==> config.mk <==
export PLATFORM = sky130hd
export DESIGN_NAME = ps2_scancode_decoder
export DESIGN_NICKNAME = d
export VERILOG_FILES = /design/src/rtl/ps2_scancode_decoder.sv
export SDC_FILE = /design/constraint.sdc
export NUM_CORES = 1
export LEC_CHECK = 0
export BUFFER_PORTS_ARGS = -buffer_cell sky130_fd_sc_hd__buf_2
export CAP_MARGIN = 20
export CORE_ASPECT_RATIO = 1.1
export CORE_MARGIN = 4
export CORE_UTILIZATION = 59
export DETAILED_ROUTE_END_ITERATION = 12
export PLACE_DENSITY = 0.86
export SLEW_MARGIN = 40
export SYNTH_ARGS = -nofsm -noshare
export SYNTH_HDL_FRONTEND = slang
export SYNTH_SLANG_ARGS = --single-unit
==> constraint.sdc <==
create_clock -name clk -period 3.45 [get_ports clk]
set_input_delay 0.5175 -clock clk [delete_from_list [all_inputs] [get_ports clk]]
set_output_delay 0.5175 -clock clk [all_outputs]
set_load 0.01 [all_outputs]
==> src/rtl/ps2_scancode_decoder.sv <==
// PS/2 set-2 scan-code decoder: pops bytes from the receiver FIFO, folds E0/F0 prefixes,
// tracks Shift/Ctrl/CapsLock and presents one translated key event at a time.
module ps2_scancode_decoder #(
    parameter bit REPEAT_EN = 1'b1
) (
    input  logic       clk,
    input  logic       clrn,
    input  logic [7:0] kb_data,
    input  logic       kb_ready,
    output logic       kb_nextdata_n,
    output logic       key_valid,
    input  logic       key_ack,
    output logic [7:0] key_code,
    output logic       key_ext,
    output logic       key_break,
    output logic [7:0] key_ascii,
    output logic       mod_shift,
    output logic       mod_ctrl,
    output logic       mod_caps
);

    typedef enum logic [1:0] {S_IDLE, S_POP, S_DECODE} state_e;

    state_e     state_q, state_d;
    logic       nextdata_n_q, nextdata_n_d;
    logic [7:0] byte_q, byte_d;
    logic       ext_f_q, ext_f_d, brk_f_q, brk_f_d;
    logic       shift_l_q, shift_l_d, shift_r_q, shift_r_d;
    logic       ctrl_l_q, ctrl_l_d, ctrl_r_q, ctrl_r_d;
    logic       caps_q, caps_d, caps_down_q, caps_down_d;
    logic       last_vld_q, last_vld_d;
    logic [8:0] last_make_q, last_make_d;
    logic       key_valid_q, key_valid_d;
    logic [7:0] key_code_q, key_code_d, key_ascii_q, key_ascii_d;
    logic       key_ext_q, key_ext_d, key_break_q, key_break_d;
    logic       emit, is_rep;
    logic [7:0] ascii_w;

    function automatic logic [7:0] xlate(input logic [7:0] code, input logic shift,
                                         input logic caps, input logic ctrl);
        logic [7:0] lc, lo, hi, res;
        lc = 8'h00;
        lo = 8'h00;
        hi = 8'h00;
        case (code)
            8'h1C: lc = "a";  8'h32: lc = "b";  8'h21: lc = "c";  8'h23: lc = "d";
            8'h24: lc = "e";  8'h2B: lc = "f";  8'h34: lc = "g";  8'h33: lc = "h";
            8'h43: lc = "i";  8'h3B: lc = "j";  8'h42: lc = "k";  8'h4B: lc = "l";
            8'h3A: lc = "m";  8'h31: lc = "n";  8'h44: lc = "o";  8'h4D: lc = "p";
            8'h15: lc = "q";  8'h2D: lc = "r";  8'h1B: lc = "s";  8'h2C: lc = "t";
            8'h3C: lc = "u";  8'h2A: lc = "v";  8'h1D: lc = "w";  8'h22: lc = "x";
            8'h35: lc = "y";  8'h1A: lc = "z";
            default: lc = 8'h00;
        endcase
        case (code)
            8'h16: {lo, hi} = {"1", "!"};    8'h1E: {lo, hi} = {"2", "@"};
            8'h26: {lo, hi} = {"3", "#"};    8'h25: {lo, hi} = {"4", "$"};
            8'h2E: {lo, hi} = {"5", "%"};    8'h36: {lo, hi} = {"6", "^"};
            8'h3D: {lo, hi} = {"7", "&"};    8'h3E: {lo, hi} = {"8", "*"};
            8'h46: {lo, hi} = {"9", "("};    8'h45: {lo, hi} = {"0", ")"};
            8'h4E: {lo, hi} = {"-", "_"};    8'h55: {lo, hi} = {"=", "+"};
            8'h54: {lo, hi} = {"[", "{"};    8'h5B: {lo, hi} = {"]", "}"};
            8'h4C: {lo, hi} = {";", ":"};    8'h52: {lo, hi} = {"'", "\""};
            8'h41: {lo, hi} = {",", "<"};    8'h49: {lo, hi} = {".", ">"};
            8'h4A: {lo, hi} = {"/", "?"};    8'h0E: {lo, hi} = {8'h60, "~"};
            8'h5D: {lo, hi} = {"\\", "|"};
            8'h29: {lo, hi} = {8'h20, 8'h20};
            8'h5A: {lo, hi} = {8'h0D, 8'h0D};
            8'h66: {lo, hi} = {8'h08, 8'h08};
            8'h0D: {lo, hi} = {8'h09, 8'h09};
            8'h76: {lo, hi} = {8'h1B, 8'h1B};
            default: {lo, hi} = 16'h0000;
        endcase
        // Ctrl wins over case for letters; caps never affects symbols.
        if (lc != 8'h00) res = ctrl ? (lc - 8'h60) : ((shift ^ caps) ? (lc - 8'h20) : lc);
        else             res = shift ? hi : lo;
        return res;
    endfunction

    always_comb begin
        state_d      = state_q;
        byte_d       = byte_q;
        ext_f_d      = ext_f_q;
        brk_f_d      = brk_f_q;
        shift_l_d    = shift_l_q;
        shift_r_d    = shift_r_q;
        ctrl_l_d     = ctrl_l_q;
        ctrl_r_d     = ctrl_r_q;
        caps_d       = caps_q;
        caps_down_d  = caps_down_q;
        last_vld_d   = last_vld_q;
        last_make_d  = last_make_q;
        key_valid_d  = key_valid_q;
        key_code_d   = key_code_q;
        key_ext_d    = key_ext_q;
        key_break_d  = key_break_q;
        key_ascii_d  = key_ascii_q;
        emit         = 1'b0;
        is_rep       = 1'b0;
        ascii_w      = 8'h00;

        if (key_valid_q && key_ack) key_valid_d = 1'b0;

        case (state_q)
            S_IDLE: begin
                if (kb_ready && !key_valid_q) begin
                    byte_d  = kb_data;
                    state_d = S_POP;
                end
            end
            S_POP: state_d = S_DECODE;
            S_DECODE: begin
                state_d = S_IDLE;
                if (byte_q == 8'hE0) begin
                    ext_f_d = 1'b1;
                end else if (byte_q == 8'hF0) begin
                    brk_f_d = 1'b1;
                end else begin
                    ext_f_d = 1'b0;
                    brk_f_d = 1'b0;
                    // Translate with the modifiers as they were before this byte.
                    if (!ext_f_q && !brk_f_q)
                        ascii_w = xlate(byte_q, shift_l_q | shift_r_q, caps_q, ctrl_l_q | ctrl_r_q);
                    if (!ext_f_q) begin
                        case (byte_q)
                            8'h12: shift_l_d = !brk_f_q;
                            8'h59: shift_r_d = !brk_f_q;
                            8'h14: ctrl_l_d  = !brk_f_q;
                            8'h58: begin
                                if (brk_f_q) begin
                                    caps_down_d = 1'b0;
                                end else begin
                                    if (!caps_down_q) caps_d = !caps_q;
                                    caps_down_d = 1'b1;
                                end
                            end
                            default: ;
                        endcase
                    end else if (byte_q == 8'h14) begin
                        ctrl_r_d = !brk_f_q;
                    end
                    is_rep = !brk_f_q && last_vld_q && (last_make_q == {ext_f_q, byte_q});
                    if (!brk_f_q) begin
                        last_vld_d  = 1'b1;
                        last_make_d = {ext_f_q, byte_q};
                    end else if (last_vld_q && (last_make_q == {ext_f_q, byte_q})) begin
                        last_vld_d  = 1'b0;
                    end
                    emit = REPEAT_EN || !is_rep;
                end
            end
            default: state_d = S_IDLE;
        endcase

        // Event register is always empty in DECODE, since IDLE only pops when it is.
        if (emit) begin
            key_valid_d = 1'b1;
            key_code_d  = byte_q;
            key_ext_d   = ext_f_q;
            key_break_d = brk_f_q;
            key_ascii_d = ascii_w;
        end
    end

    assign nextdata_n_d = (state_d != S_POP);

    always_ff @(posedge clk or negedge clrn) begin
        if (!clrn) begin
            state_q      <= S_IDLE;
            nextdata_n_q <= 1'b1;
            byte_q       <= 8'h00;
            ext_f_q      <= 1'b0;
            brk_f_q      <= 1'b0;
            shift_l_q    <= 1'b0;
            shift_r_q    <= 1'b0;
            ctrl_l_q     <= 1'b0;
            ctrl_r_q     <= 1'b0;
            caps_q       <= 1'b0;
            caps_down_q  <= 1'b0;
            last_vld_q   <= 1'b0;
            last_make_q  <= 9'h000;
            key_valid_q  <= 1'b0;
            key_code_q   <= 8'h00;
            key_ext_q    <= 1'b0;
            key_break_q  <= 1'b0;
            key_ascii_q  <= 8'h00;
        end else begin
            state_q      <= state_d;
            nextdata_n_q <= nextdata_n_d;
            byte_q       <= byte_d;
            ext_f_q      <= ext_f_d;
            brk_f_q      <= brk_f_d;
            shift_l_q    <= shift_l_d;
            shift_r_q    <= shift_r_d;
            ctrl_l_q     <= ctrl_l_d;
            ctrl_r_q     <= ctrl_r_d;
            caps_q       <= caps_d;
            caps_down_q  <= caps_down_d;
            last_vld_q   <= last_vld_d;
            last_make_q  <= last_make_d;
            key_valid_q  <= key_valid_d;
            key_code_q   <= key_code_d;
            key_ext_q    <= key_ext_d;
            key_break_q  <= key_break_d;
            key_ascii_q  <= key_ascii_d;
        end
    end

    assign kb_nextdata_n = nextdata_n_q;
    assign key_valid     = key_valid_q;
    assign key_code      = key_code_q;
    assign key_ext       = key_ext_q;
    assign key_break     = key_break_q;
    assign key_ascii     = key_ascii_q;
    assign mod_shift     = shift_l_q | shift_r_q;
    assign mod_ctrl      = ctrl_l_q | ctrl_r_q;
    assign mod_caps      = caps_q;

endmodule
==> metrics.csv <==
metric,value,unit
status,finished clean,
setup TNS,0,ps
Power Density,1083,nW/µm²
Synth Instances,381,
Overflow after GRT,0,
Worst Hold Class,primary input to async pin,
"Reg clk slew, reported paths",80,ps
maximum clock path buffer count,2,
Initial Util,61.12,%
Hold Buf Count CTS,0,
cts bufs inserted,5,
layout cells sized above 1,18.54,%
GP Congestion,1.050,
maxcap violations,0,
setup bufs post-CTS,0,
DRC viols,0,
nets@finish,430,
critical path class,flop to flop,
Area Overhead vs Synth,13.58,%
unrepaired setup endpoints after global routing,no,
hpwl dp,7716,µm
worst-path fanout max,11,
Cell variety after synth,68,
full die area,6435,µm²
fmax,0.3250,GHz
Mean Syn Cell Area,8.075,µm²
final WL,10590,µm
yosys warns,0,
vias per std cell,6.998,
largest net degree at the start of global routing,39,
vias after detailed routing,3275,
fin crit share,89.19,%
drt wl/cell,22.63,µm
initial antenna violation count,0,
Slew HR,40.50,%
Core ar.,5034,µm²
Pre-antenna DRT Iters,9,
Least-Margin Pin Slew,890.1,ps
Cell Rows,27,
post-route antenna net violation count,0,
Main synth FF type,dfrtp_1,
CTS Sinks,38,
"Slew Viols, Final",0,
FF/Latch Area,952.2,µm²
crit path DAT,3310,ps
first-pass GRT wire length,16960,µm
ant diodes,0,
crit end category,flop,
final-layout fill cell count,383,
final setup violating endpoints,0,
crit-path cells,inv_1 > ha_1 > mux2i_1 > a211o_1 > o31ai_1 > inv_1 > ha_1 > o21bai_1 > mux2i_1 > o21ai_1,
Boundary Pins,35,
Max VDD drop,0.7584,mV
top-area cell type share of the netlist area,30.09,%
sequential element share of the synthesized area,30.95,%
post-cts gate resize count,0,
Synth async-reset ratio,100.0,%
number of flops mapped to enable cells by yosys,0,
"top cells by area, synth","dfrtp_1 30%, nand2_1 5.2%, a21oi_1 4.4%, o21ai_0 4.2%, mux2i_1 3.9%",
IO buf count,34,
footprint of the multi-input gates,1933,µm²
clock latency on the worst-skew pair,300,ps
Worst path top cell family by delay,compound AO/OA/AOI/OAI gates,
Fin Clk Skew,10.02,ps
"Req. time, crit path",3680,ps
Leakage,1.515,nW
final hold slack,160.6,ps
TritonCTS clock tree,built,
CP max stage cell,o31ai_1,
post-synthesis register bit count,38,
CTS HTree Levels,2,
Die H,83.74,µm
Buffers & Inverters on Critical Path,2,
Yosys top cell by area,dfrtp_1,
synthesized cell area,3077,µm²
vias in the first global route,3170,
Clock Tree Root,clkbuf_8,
Synth Net Count,402,
Worst setup SP type,flop,
crit-path max cell delay,510,ps
Final min period,3077,ps
drt initial violations,516,
die width,76.85,µm
Total GRT Usage,33.32,%
Final Hold Vio Count,0,
==> metrics by stage <==
step	instances	power [W]	instance area, µm²	util (%)	worst slack [ps]
final	468	0.003785	3495	69.43	373.1
after global routing	468	0.003996	3495	69.43	193.3
after CTS	468	0.003687	3492	69.38	438.1
after detailed placement	460	0.003221	3354	66.64	437.2
after global placement	460	0.003192	3354	66.64	589.0
after floorplan	381	0.002425	3077	-	569.6
==> power breakdown <==
group / leakage [nW] / switching, W / internal (W)
registers: 0.492 / 0.000202 / 0.000613
clock network: 0.0683 / 0.000167 / 0.000290
logic: 0.955 / 0.00158 / 0.000931
==> final timing paths <==
| path | from | to | slack, ps | cells after the start |
|---|---|---|---|---|
| setup / recovery | byte_q[0] | key_ascii[5] | 370 | 10 |
| hold / removal | clrn | key_ascii[4] | 160 | 1 |
| setup reg to reg | byte_q[0] | key_ascii[5] | 370 | 10 |
| hold reg to reg | state_q[1] | state_q[1] | 480 | 1 |
| max in group asynchronous | clrn | kb_nextdata_n | 2930 | 1 |
| min in group clk | kb_data[5] | byte_q[5] | 430 | 3 |
==> worst reg2reg max path, cell delays in order (launching register included) <==
cell,delay (ps)
dfrtp_1,420
inv_1,190
ha_1,420
mux2i_1,220
a211o_1,310
o31ai_1,510
inv_1,140
ha_1,330
o21bai_1,220
mux2i_1,130
o21ai_1,130
==> cell families (layout without fill, tap and decap cells) <==
kind of cell             Yosys count  after routing  synth area share [%]
multiplexers                      18             18                 6.832
AO/OA/AOI/OAI                    124            124                 27.00
XOR/XNOR                           6              6                 1.708
buffers and inverters             50             79                 6.872
adder cells (fa/ha/maj)           10             10                 3.985
AND/OR/NAND/NOR                  135            135                 22.65
flip-flops                        38             38                 30.95
==> cells in the mapped netlist, types with 3 or more instances <==
| cell type | count |
|---|---|
| a211o_1 | 3 |
| buf_2 | 13 |
| o21bai_1 | 3 |
| a31oi_1 | 4 |
| mux2_2 | 4 |
| a22oi_1 | 4 |
| o21ai_1 | 5 |
| nor2b_1 | 9 |
| o31ai_1 | 4 |
| a32oi_1 | 3 |
| ha_1 | 9 |
| nand3_1 | 5 |
| a21oi_1 | 27 |
| a221o_1 | 3 |
| or3_1 | 4 |
| and2_1 | 3 |
| inv_1 | 15 |
| nor2_1 | 26 |
| clkbuf_1 | 12 |
| dfrtp_1 | 37 |
| nand4_1 | 3 |
| nor4_1 | 6 |
| xnor2_1 | 4 |
| nand2_1 | 43 |
| mux2i_1 | 12 |
| o21ai_0 | 26 |
| nand2b_1 | 12 |
| buf_1 | 6 |
| nor3_1 | 11 |
| o22ai_1 | 5 |
| o211ai_1 | 5 |
| a211oi_1 | 4 |
==> flip-flops by register name, summed over array words and instances (netlist names), 2 cells and up <==
| name | count |
|---|---|
| state_q | 2 |
| key_ascii | 8 |
| key_code | 8 |
| byte_q | 8 |
==> cell usage in the layout, fill, tap and decap left out, drive strengths merged, types with 7 or more instances in the layout <==
cell and instances:
dfrtp 37, ha 9, nand2 43, a21oi 27, inv 17, buf 54
nand2b 12, nor4 7, nor3 11, nor2 26, o21ai 31, mux2i 12
nor2b 9
==> layout make-up <==
type | instances | area share, %
clock buffers | 5 | 1.969
clock inverters | 3 | 1.969
inverters | 17 | 1.826
multi-input cells | 293 | 55.32
flip-flops and latches | 38 | 27.25
well taps | 58 | 2.077
repair buffers | 54 | 9.595
==> routing by layer <==
| layer | up-vias | track usage, % | wire, µm |
|---|---|---|---|
| met5 | - | 0 | 0 |
| met4 | 0 | 14.17 | 556 |
| met3 | 61 | 4.752 | 938 |
| met2 | 238 | 55.15 | 4961 |
| met1 | 1528 | 43.34 | 4134 |
| li1 | 1448 | - | - |
Note: power is estimated with default switching activity, not from simulation.
